$ cat config.mk
export PLATFORM = sky130hd
export DESIGN_NAME = banked_data_memory_flat
export DESIGN_NICKNAME = d
export VERILOG_FILES = /design/src/rtl/mem_pkg.sv /design/src/rtl/banked_data_memory_if.sv /design/src/rtl/mem_lane.sv /design/src/rtl/banked_data_memory.sv /design/src/flat_wrapper.sv
export SDC_FILE = /design/constraint.sdc
export NUM_CORES = 1
export LEC_CHECK = 0
export ABC_AREA = 1
export CAP_MARGIN = 0
export CORE_MARGIN = 1
export CORE_UTILIZATION = 30
export CTS_CLUSTER_SIZE = 20
export DETAILED_ROUTE_END_ITERATION = 7
export HOLD_SLACK_MARGIN = 0.02
export PLACE_DENSITY = 0.4
export SYNTH_ARGS = -nofsm -noshare
export SYNTH_HDL_FRONTEND = slang
export SYNTH_SLANG_ARGS = --single-unit
$ cat constraint.sdc
create_clock -name clk -period 2.85 [get_ports clk]
set_input_delay 0.57 -clock clk [delete_from_list [all_inputs] [get_ports clk]]
set_output_delay 0.57 -clock clk [all_outputs]
set_load 0.03 [all_outputs]
$ cat src/rtl/mem_pkg.sv
// Shared types and geometry helpers for the byte-lane-banked data memory.
package mem_pkg;

  typedef enum logic {
    INIT,
    IDLE
  } state_e;

  localparam logic [15:0] BOOT_W0_DEFAULT = 16'b0000001011110000;
  localparam logic [15:0] BOOT_W1_DEFAULT = 16'b0010001011101000;

  function automatic int unsigned lanes(input int unsigned data_w);
    return data_w / 8;
  endfunction

  function automatic int unsigned depth(input int unsigned addr_w, input int unsigned data_w);
    return (2 ** addr_w) / lanes(data_w);
  endfunction

  function automatic int unsigned lane_sel_w(input int unsigned data_w);
    return $clog2(lanes(data_w));
  endfunction

endpackage

$ cat src/rtl/banked_data_memory_if.sv
// Request/response bus between the datapath/control FSM and the data memory.
interface banked_data_memory_if #(
  parameter int unsigned DATA_W = 16,
  parameter int unsigned ADDR_W = 6
);
  logic              req;
  logic              we;
  logic              byte_mode;
  logic [ADDR_W-1:0] addr;
  logic [DATA_W-1:0] wdata;
  logic              ready;
  logic              rvalid;
  logic [DATA_W-1:0] rdata;
  logic              err;
  logic              init_done;

  modport master (
    output req, we, byte_mode, addr, wdata,
    input  ready, rvalid, rdata, err, init_done
  );

  modport slave (
    input  req, we, byte_mode, addr, wdata,
    output ready, rvalid, rdata, err, init_done
  );
endinterface

$ cat src/rtl/mem_lane.sv
// One 8-bit byte-lane bank with synchronous write and registered read.
module mem_lane #(
  parameter  int unsigned DEPTH = 32,
  localparam int unsigned IDX_W = $clog2(DEPTH)
) (
  input  logic             clk,
  input  logic             we_i,
  input  logic             re_i,
  input  logic [IDX_W-1:0] addr_i,
  input  logic [7:0]       wdata_i,
  output logic [7:0]       rdata_o
);

  logic [7:0] mem_q [DEPTH];
  logic [7:0] rdata_q;

  always_ff @(posedge clk) begin
    if (we_i) mem_q[addr_i] <= wdata_i;
    if (re_i) rdata_q <= mem_q[addr_i];
  end

  assign rdata_o = rdata_q;

endmodule

$ cat src/rtl/banked_data_memory.sv
// Banked data memory: init sequencer, lane decode, alignment check,
// sign extension and the RD_LAT-deep read output pipeline.
module banked_data_memory
  import mem_pkg::*;
#(
  parameter int unsigned DATA_W  = 16,
  parameter int unsigned ADDR_W  = 6,
  parameter int unsigned RD_LAT  = 1,
  parameter logic [15:0] BOOT_W0 = BOOT_W0_DEFAULT,
  parameter logic [15:0] BOOT_W1 = BOOT_W1_DEFAULT
) (
  input logic clk,
  input logic proc_rst,
  banked_data_memory_if.slave bus
);

  localparam int unsigned LANES  = lanes(DATA_W);
  localparam int unsigned DEPTH  = depth(ADDR_W, DATA_W);
  localparam int unsigned LSEL_W = lane_sel_w(DATA_W);
  localparam int unsigned IDX_W  = $clog2(DEPTH);

  state_e            state_q;
  logic [IDX_W-1:0]  cnt_q;
  logic              ready_q;
  logic              init_done_q;
  logic              rvalid_q;
  logic              err_q;
  logic [DATA_W-1:0] rdata_q;

  logic              s1_rd_q;
  logic              s1_rd_err_q;
  logic              s1_wr_err_q;
  logic              s1_byte_q;
  logic [LSEL_W-1:0] s1_lane_q;

  logic              acc_c;
  logic              misalign_c;
  logic              rd_acc_c;
  logic [LSEL_W-1:0] lane_c;
  logic [IDX_W-1:0]  widx_c;
  logic [IDX_W-1:0]  lane_addr_c;
  logic [DATA_W-1:0] init_word_c;
  logic [LANES-1:0]  lane_we_c;
  logic [LANES-1:0][7:0] lane_wd_c;
  logic [LANES-1:0][7:0] lane_rd;
  logic [7:0]        byte_c;
  logic [DATA_W-1:0] fmt_c;

  logic              out_rd_c;
  logic              out_rd_err_c;
  logic [DATA_W-1:0] out_data_c;

  // Request decode; in INIT all lanes are overwritten with the boot image.
  always_comb begin
    lane_c      = bus.addr[LSEL_W-1:0];
    widx_c      = bus.addr[ADDR_W-1:LSEL_W];
    acc_c       = bus.req && ready_q;
    misalign_c  = !bus.byte_mode && (lane_c != '0);
    rd_acc_c    = acc_c && !bus.we && !misalign_c;
    init_word_c = '0;
    lane_we_c   = '0;
    lane_wd_c   = '0;
    if (cnt_q == IDX_W'(0))      init_word_c = DATA_W'(BOOT_W0);
    else if (cnt_q == IDX_W'(1)) init_word_c = DATA_W'(BOOT_W1);
    lane_addr_c = (state_q == INIT) ? cnt_q : widx_c;
    for (int i = 0; i < LANES; i++) begin
      if (state_q == INIT) begin
        lane_we_c[i] = 1'b1;
        lane_wd_c[i] = init_word_c[8*i +: 8];
      end else begin
        lane_we_c[i] = acc_c && bus.we && !misalign_c &&
                       (!bus.byte_mode || (lane_c == LSEL_W'(i)));
        lane_wd_c[i] = bus.byte_mode ? bus.wdata[7:0] : bus.wdata[8*i +: 8];
      end
    end
  end

  for (genvar g = 0; g < LANES; g++) begin : g_lane
    mem_lane #(.DEPTH(DEPTH)) u_lane (
      .clk     (clk),
      .we_i    (lane_we_c[g]),
      .re_i    (rd_acc_c),
      .addr_i  (lane_addr_c),
      .wdata_i (lane_wd_c[g]),
      .rdata_o (lane_rd[g])
    );
  end

  // Init sequencer: one word per cycle, then IDLE with ready held high.
  always_ff @(posedge clk or posedge proc_rst) begin
    if (proc_rst) begin
      state_q     <= INIT;
      cnt_q       <= '0;
      ready_q     <= 1'b0;
      init_done_q <= 1'b0;
    end else begin
      case (state_q)
        INIT: begin
          cnt_q <= cnt_q + IDX_W'(1);
          if (cnt_q == IDX_W'(DEPTH - 1)) begin
            state_q     <= IDLE;
            ready_q     <= 1'b1;
            init_done_q <= 1'b1;
          end
        end
        IDLE: ready_q <= 1'b1;
      endcase
    end
  end

  // Side-band stage aligned with the lane read registers.
  always_ff @(posedge clk or posedge proc_rst) begin
    if (proc_rst) begin
      s1_rd_q     <= 1'b0;
      s1_rd_err_q <= 1'b0;
      s1_wr_err_q <= 1'b0;
      s1_byte_q   <= 1'b0;
      s1_lane_q   <= '0;
    end else begin
      s1_rd_q     <= rd_acc_c;
      s1_rd_err_q <= acc_c && !bus.we && misalign_c;
      s1_wr_err_q <= acc_c && bus.we && misalign_c;
      if (rd_acc_c) begin
        s1_byte_q <= bus.byte_mode;
        s1_lane_q <= lane_c;
      end
    end
  end

  always_comb begin
    byte_c = lane_rd[s1_lane_q];
    fmt_c  = s1_byte_q ? {{(DATA_W-8){byte_c[7]}}, byte_c} : DATA_W'(lane_rd);
  end

  if (RD_LAT == 2) begin : g_lat2
    logic              s2_rd_q;
    logic              s2_rd_err_q;
    logic [DATA_W-1:0] s2_data_q;

    always_ff @(posedge clk or posedge proc_rst) begin
      if (proc_rst) begin
        s2_rd_q     <= 1'b0;
        s2_rd_err_q <= 1'b0;
        s2_data_q   <= '0;
      end else begin
        s2_rd_q     <= s1_rd_q;
        s2_rd_err_q <= s1_rd_err_q;
        if (s1_rd_q) s2_data_q <= fmt_c;
      end
    end

    assign out_rd_c     = s2_rd_q;
    assign out_rd_err_c = s2_rd_err_q;
    assign out_data_c   = s2_data_q;
  end else begin : g_lat1
    assign out_rd_c     = s1_rd_q;
    assign out_rd_err_c = s1_rd_err_q;
    assign out_data_c   = fmt_c;
  end

  // Write misalignment always reports one cycle after accept; reads at RD_LAT.
  always_ff @(posedge clk or posedge proc_rst) begin
    if (proc_rst) begin
      rvalid_q <= 1'b0;
      err_q    <= 1'b0;
      rdata_q  <= '0;
    end else begin
      rvalid_q <= out_rd_c;
      err_q    <= out_rd_err_c | s1_wr_err_q;
      if (out_rd_c) rdata_q <= out_data_c;
    end
  end

  assign bus.ready     = ready_q;
  assign bus.init_done = init_done_q;
  assign bus.rvalid    = rvalid_q;
  assign bus.rdata     = rdata_q;
  assign bus.err       = err_q;

endmodule

$ cat src/flat_wrapper.sv
// flat-port wrapper written by rule: the top's interface ports become plain ports
module banked_data_memory_flat import mem_pkg::*;
#(
  parameter int unsigned DATA_W  = 16,
  parameter int unsigned ADDR_W  = 6,
  parameter int unsigned RD_LAT  = 1,
  parameter logic [15:0] BOOT_W0 = BOOT_W0_DEFAULT,
  parameter logic [15:0] BOOT_W1 = BOOT_W1_DEFAULT
)
  (clk, proc_rst, bus_req, bus_we, bus_byte_mode, bus_addr, bus_wdata, bus_ready, bus_rvalid, bus_rdata, bus_err, bus_init_done);
  banked_data_memory_if #(.DATA_W(DATA_W), .ADDR_W(ADDR_W)) bus_i ();
  input logic clk;
  input logic proc_rst;
  input wire logic [$bits(bus_i.req)-1:0] bus_req;
  input wire logic [$bits(bus_i.we)-1:0] bus_we;
  input wire logic [$bits(bus_i.byte_mode)-1:0] bus_byte_mode;
  input wire logic [$bits(bus_i.addr)-1:0] bus_addr;
  input wire logic [$bits(bus_i.wdata)-1:0] bus_wdata;
  output wire logic [$bits(bus_i.ready)-1:0] bus_ready;
  output wire logic [$bits(bus_i.rvalid)-1:0] bus_rvalid;
  output wire logic [$bits(bus_i.rdata)-1:0] bus_rdata;
  output wire logic [$bits(bus_i.err)-1:0] bus_err;
  output wire logic [$bits(bus_i.init_done)-1:0] bus_init_done;
  assign bus_i.req = bus_req;
  assign bus_i.we = bus_we;
  assign bus_i.byte_mode = bus_byte_mode;
  assign bus_i.addr = bus_addr;
  assign bus_i.wdata = bus_wdata;
  assign bus_ready = bus_i.ready;
  assign bus_rvalid = bus_i.rvalid;
  assign bus_rdata = bus_i.rdata;
  assign bus_err = bus_i.err;
  assign bus_init_done = bus_i.init_done;
  banked_data_memory #(.DATA_W(DATA_W), .ADDR_W(ADDR_W), .RD_LAT(RD_LAT), .BOOT_W0(BOOT_W0), .BOOT_W1(BOOT_W1)) u_core (.clk(clk), .proc_rst(proc_rst), .bus(bus_i));
endmodule
; Word-level counts from Yosys, hierarchy flattened
; Memory sizes are Yosys's and may differ from the RTL's. A register that Yosys moved wholly into a read port is not among the register bits.
; Cells that the tools add are included.
; Widths: inputs -> output; s select.
[word_totals]
input_bits = 27
mem_bits_rw = 512
regBits = 31
out_inout_bits = 20
wordCells = 58
n_memories = 2
[memory_table]
columns = name, depth, width, read_ports, rd_ports_with_merged_regs, write_ports, line
row1 = u_core.g_lane[0].u_lane.mem_q, 32, 8, 1, 1, 1, mem_lane.sv:14  ; logic [7:0] mem_q [DEPTH];
row2 = u_core.g_lane[1].u_lane.mem_q, 32, 8, 1, 1, 1, mem_lane.sv:14
[op_classes]
n_addsub = 1
n_mux = 19
n_bitwise = 3
reduce_logical = 17
order_cmp = 1
eq_ne = 3
[op_table]
columns = operator, count
row1 = $mux 8, 5
row2 = $mux 14, 2
row3 = $mux 16, 1
row4 = $logic_and 1x1->1, 10
row5 = $mux 1, 9
row6 = $add 5x1->5 const B, 1
row7 = $eq 5x1->1 const B, 1
row8 = $eq 5x5->1 const B, 1
row9 = $logic_not 5->1, 1
row10 = $mux 5, 1
row11 = $logic_not 1->1, 3
row12 = $logic_or 1x1->1, 2
row13 = $lt 1x2->1 const B, 1
row14 = $ne 2x2->1 const B, 1
row15 = $not 1->1, 2
row16 = $pmux 1 s2, 1
row17 = $reduce_and 2->1, 1
row18 = $or 1x1->1, 1

; Logic depth before layout (Yosys ltp)
[logic_depth]
word_depth = 8
depth_mapped = 14

; Hierarchy
; Synthesis repeated with hierarchy kept, for this count alone.
[unflattened]
cells_unflattened = 2344
area_unflattened_um2 = 23829.1
[modules_own_cells]
columns = mod, seq_area_each_um2, instances, area_each_um2, cells_each
row1 = mem_lane, 7927.6, 2, 11068.1, 1063
row2 = banked_data_memory, 775.7, 1, 1692.9, 218

; Worst setup path before layout
; No wires, ideal clock.
[synth_path]
path_kind = input -> register
from = input port bus_byte_mode
to = memory u_core.g_lane[1].u_lane.mem_q[0][1], data pin
required_time_ps = 2396
setup_ps = 454
path_slack_ps = 356
cell_stages = 3
arrival_time_ps = 2040
n_path_buf = 0
cell_sequence = inv_1 nor2_1 o21ai_0
[synth_between]
elab_chain_cells = 2
[synth_lines]
columns = element, line
row1 = start: declaration, flat_wrapper.sv:16  ; input wire logic [$bits(bus_i.byte_mode)-1:0] bus_byte_mode;
row2 = $mux 8, banked_data_memory.sv:73  ; lane_wd_c[i] = bus.byte_mode ? bus.wdata[7:0] : bus.wdata[8*i +: 8];
row3 = $mux 8, banked_data_memory.sv:67  ; if (state_q == INIT) begin
row4 = via u_core.g_lane[1].u_lane.wdata_i[1], mem_lane.sv:10  ; input logic [7:0] wdata_i,
row5 = end: declaration, mem_lane.sv:14
; The timed path passes the listed nets, and every way through them passes these cells.

; Final worst setup path
[layout_path]
from = register u_core.state_q
to = register u_core.g_lane[1].u_lane.rdata_q[1] (read register of u_core.g_lane[1].u_lane.mem_q), data pin
[layout_between]
elab_chain_cells = 1
[layout_lines]
columns = element, line
row1 = start: declaration, banked_data_memory.sv:22  ; state_e state_q;
row2 = start signal: assignment, banked_data_memory.sv:92  ; state_q <= INIT;
row3 = start signal: assignment, banked_data_memory.sv:101  ; state_q <= IDLE;
row4 = $mux 5, banked_data_memory.sv:65  ; lane_addr_c = (state_q == INIT) ? cnt_q : widx_c;
row5 = end: declaration, mem_lane.sv:15  ; logic [7:0] rdata_q;
; Every way passes these cells.
; A chain may end at the register's enable or synchronous reset.

==> out/metrics.yaml <==
power.total_mw: 19.1
syn_nets: 2372
yosysSeqAreaShare_pct: 69.4
fin_util_pct: 36.5
port_buffers: 46
worst-endpoint-required_ns: 3.17
synth_edf_count: 528
setup.worst_path.end_class: "flop"
reg2reg_from: "u_core.state_q$_DFF_PP0_"
via_per_inst: 4.63
track_usage_pct: 18.3
die_w_microns: 285
synth.distinct_cells: 32
cts_sinks: 559
wl_per_cell_microns: 20.6
tns_ns: 0
crit_top_cell: "nand2_1"
crit_arrival_ns: 3.05
final_hold_viol_count: 0
tightest_slew_ns: 1.03
clock-skew-final_ns: 0.0160
clk_pin_slew_ns: 0.05
status: "finished clean"
grt_pass1_wl_microns: 110000
ir_drop_mv: 0.397
pre_cts_ws_ns: -0.315
final_nets: 2507
die_area_sq_mm: 0.0810
post_cts_buffers: 0
grt_overflow: 0
avgSynthCellArea_sq_um: 10.2
worstPathCellList: "buf_12 > o21ai_4 > inv_4 > buf_12 > buf_4 > nand2_1 > nand2_1 > nand2_1 > nand2_1 > nor2_1 > nand2_1"
htreeDepth: 3
slowest_stage: "dfrtp_1"
setup_viol: 0
wirelength_microns: 73700
coreArea_sq_mm: 0.0790
drive_gt1_share_pct: 11.2
clk_path_buf_depth: 3
drt_iter0_markers: 1167
synth_seq_cells: 559
cts_root_buf: "clkbuf_16"
place.gp.congestion: 0.801
cts_buffers: 66
netlist_area_sq_mm: 0.0240
grt_pass1_vias: 16700
fp.dieH_microns: 285
clock_latency_ns: 0.59
worst_slack_ns: 0.119
cp_slowest_stage_delay_ns: 0.43
vias: 16500
route.detailed.drc: 0
period_needed_ns: 2.73
slew_violations: 0
syn_inst: 2341
antenna_found_initial: 1
post-dp-hpwl_microns: 44800
ys.flop_type: "edfxtp_1"
first_pass_iters: 5
p_per_area_mw_per_mm2: 662
rsz0062_at_grt: "no"
ctsHoldBuffers: 0
crit_path_start_kind: "flop"
syn_to_final_growth_pct: 20.3
initial_utilization_pct: 30.3
maxCapViolations: 0
synth_async_sr_flop_share_pct: 5.55
fmax_mhz: 366
min_path_type: "in2async"
path_max_fanout: 31
rows: 103
synth_warnings: 0
cts_resized: 0
maxSlewHeadroom_pct: 31.0
cts_tree: "built"
crit_type: "reg2reg"
grt_max_degree: 129
critPathLaunch: "u_core.state_q$_DFF_PP0_"
io_pins: 47
diodes: 0
p_leak_nw: 11.7
period_share_pct: 95.8
ant_nets: 0
[worst max-delay path, delay by kind of cell, from the launching register on]
kind	cells	cell delay (ns)
buffers and inverters	4	0.72
and+or+nand+nor	6	0.83
AOI/OAI and AO/OA	1	0.42
DFF	1	0.43
[sequential cells by signal (all words and copies together) (netlist names)]
register and cells:
u_core.g_lane.u_lane.rdata_o 16, u_core.out_rd_err_c 1, u_core.s1_lane_q 1, u_core.bus.rdata 16, u_core.out_rd_c 1, u_core.cnt_q 5, u_core.bus.ready 1, u_core.s1_wr_err_q 1
u_core.bus.init_done 1, u_core.s1_byte_q 1, u_core.state_q 1, u_core.bus.err 1, u_core.g_lane.u_lane.mem_q 512, u_core.bus.rvalid 1
[placed cells by master (no fill, tap or decap), types with 2 or more instances in the layout]
cell,netlist,routed
inv_2,5,5
buf_4,4,124
bufinv_16,0,6
nand2_2,7,5
o21ai_4,1,4
a21oi_1,36,34
clkinv_1,0,9
nand2_1,1246,1244
o21ai_2,4,4
nor3_1,66,66
inv_1,29,28
nand2_4,1,4
dfrtp_1,31,31
buf_12,0,24
ha_1,4,4
clkinv_2,0,9
o21ai_0,15,12
clkbuf_8,0,3
clkbuf_1,61,15
nor3_4,4,4
edfxtp_1,528,528
clkdlybuf4s50_1,0,46
nand3_1,151,151
nor2_2,2,7
clkbuf_16,0,71
inv_4,2,3
nor3_2,2,2
nor2_1,71,66
[report_power, final]
part	total (mW)	internal (mW)	switching [mW]
registers	9.17	9.10	0.0712
logic	1.48	0.447	1.03
clock network	8.43	5.14	3.30
total	19.1	14.7	4.40
[area by class of cell]
| type | count | area, sq um |
|---|---|---|
| inverters | 36 | 143 |
| well taps | 1050 | 1310 |
| repair buffers | 194 | 1870 |
| fillers | 7875 | 50200 |
| clock inverters | 26 | 277 |
| flip-flops and latches | 559 | 16600 |
| multi-input cells | 1619 | 6710 |
| clock buffers | 89 | 1870 |
[cell usage after synthesis, types with 2 or more instances]
cell | n | area (sq um)
a21oi_1 | 36 | 180
a31oi_1 | 2 | 12.5
buf_1 | 13 | 48.8
buf_2 | 44 | 220
buf_4 | 4 | 30.0
buf_6 | 5 | 56.3
clkbuf_1 | 61 | 229
dfrtp_1 | 31 | 776
edfxtp_1 | 528 | 15900
ha_1 | 4 | 50.1
inv_1 | 29 | 109
inv_2 | 5 | 18.8
inv_4 | 2 | 12.5
nand2_1 | 1246 | 4680
nand2_2 | 7 | 43.8
nand3_1 | 151 | 756
nor2_1 | 71 | 267
nor2_2 | 2 | 12.5
nor3_1 | 66 | 330
nor3_2 | 2 | 20.0
nor3_4 | 4 | 65.1
o21ai_0 | 15 | 75.1
o21ai_2 | 4 | 35.0
[path summary, 6_finish.rpt]
kind                                                           endpoint  slack [ns]  cells after the start
setup / recovery           u_core.g_lane[1].u_lane.rdata_o[1]$_DFFE_PP_        0.12                     11
hold / removal                             u_core.s1_lane_q$_DFFE_PP0P_        0.38                      3
setup reg to reg           u_core.g_lane[1].u_lane.rdata_o[1]$_DFFE_PP_        0.12                     11
hold reg to reg                                u_core.bus.err$_DFF_PP0_        0.43                      1
max in group asynchronous                      u_core.state_q$_DFF_PP0_        2.18                      3
min in group clk                               u_core.bus.err$_DFF_PP0_        0.43                      1
[per-layer routing]
metal	vias up	GRT usage [%]	wire length (microns)
met5	-	0	0
met4	0	3.90	1030
met1	8057	26.0	35400
met3	73	3.12	3500
met2	361	29.0	33800
li1	8052	-	-
[through the flow]
step	hold WS, ns	instance area, sq um	cells
2_1_floorplan	0.352	24000	2341
3_3_place_gp	0.415	26700	3458
3_5_place_dp	0.415	26700	3458
4_1_cts	0.357	28800	3573
5_1_grt	0.406	28800	3573
6_report	0.376	28800	3573
[cells by family (layout without fill, tap and decap cells)]
family | Yosys count | in the layout | synth area share (%)
AND/OR/NAND/NOR | 1553 | 1553 | 25.9
flip-flops | 559 | 559 | 69.4
buffers and inverters | 163 | 345 | 3.02
AO/OA/AOI/OAI | 61 | 61 | 1.43
adder cells (fa/ha/maj) | 4 | 4 | 0.209
XOR/XNOR | 1 | 1 | 0.0366
Power figures use the tool's default switching activity.
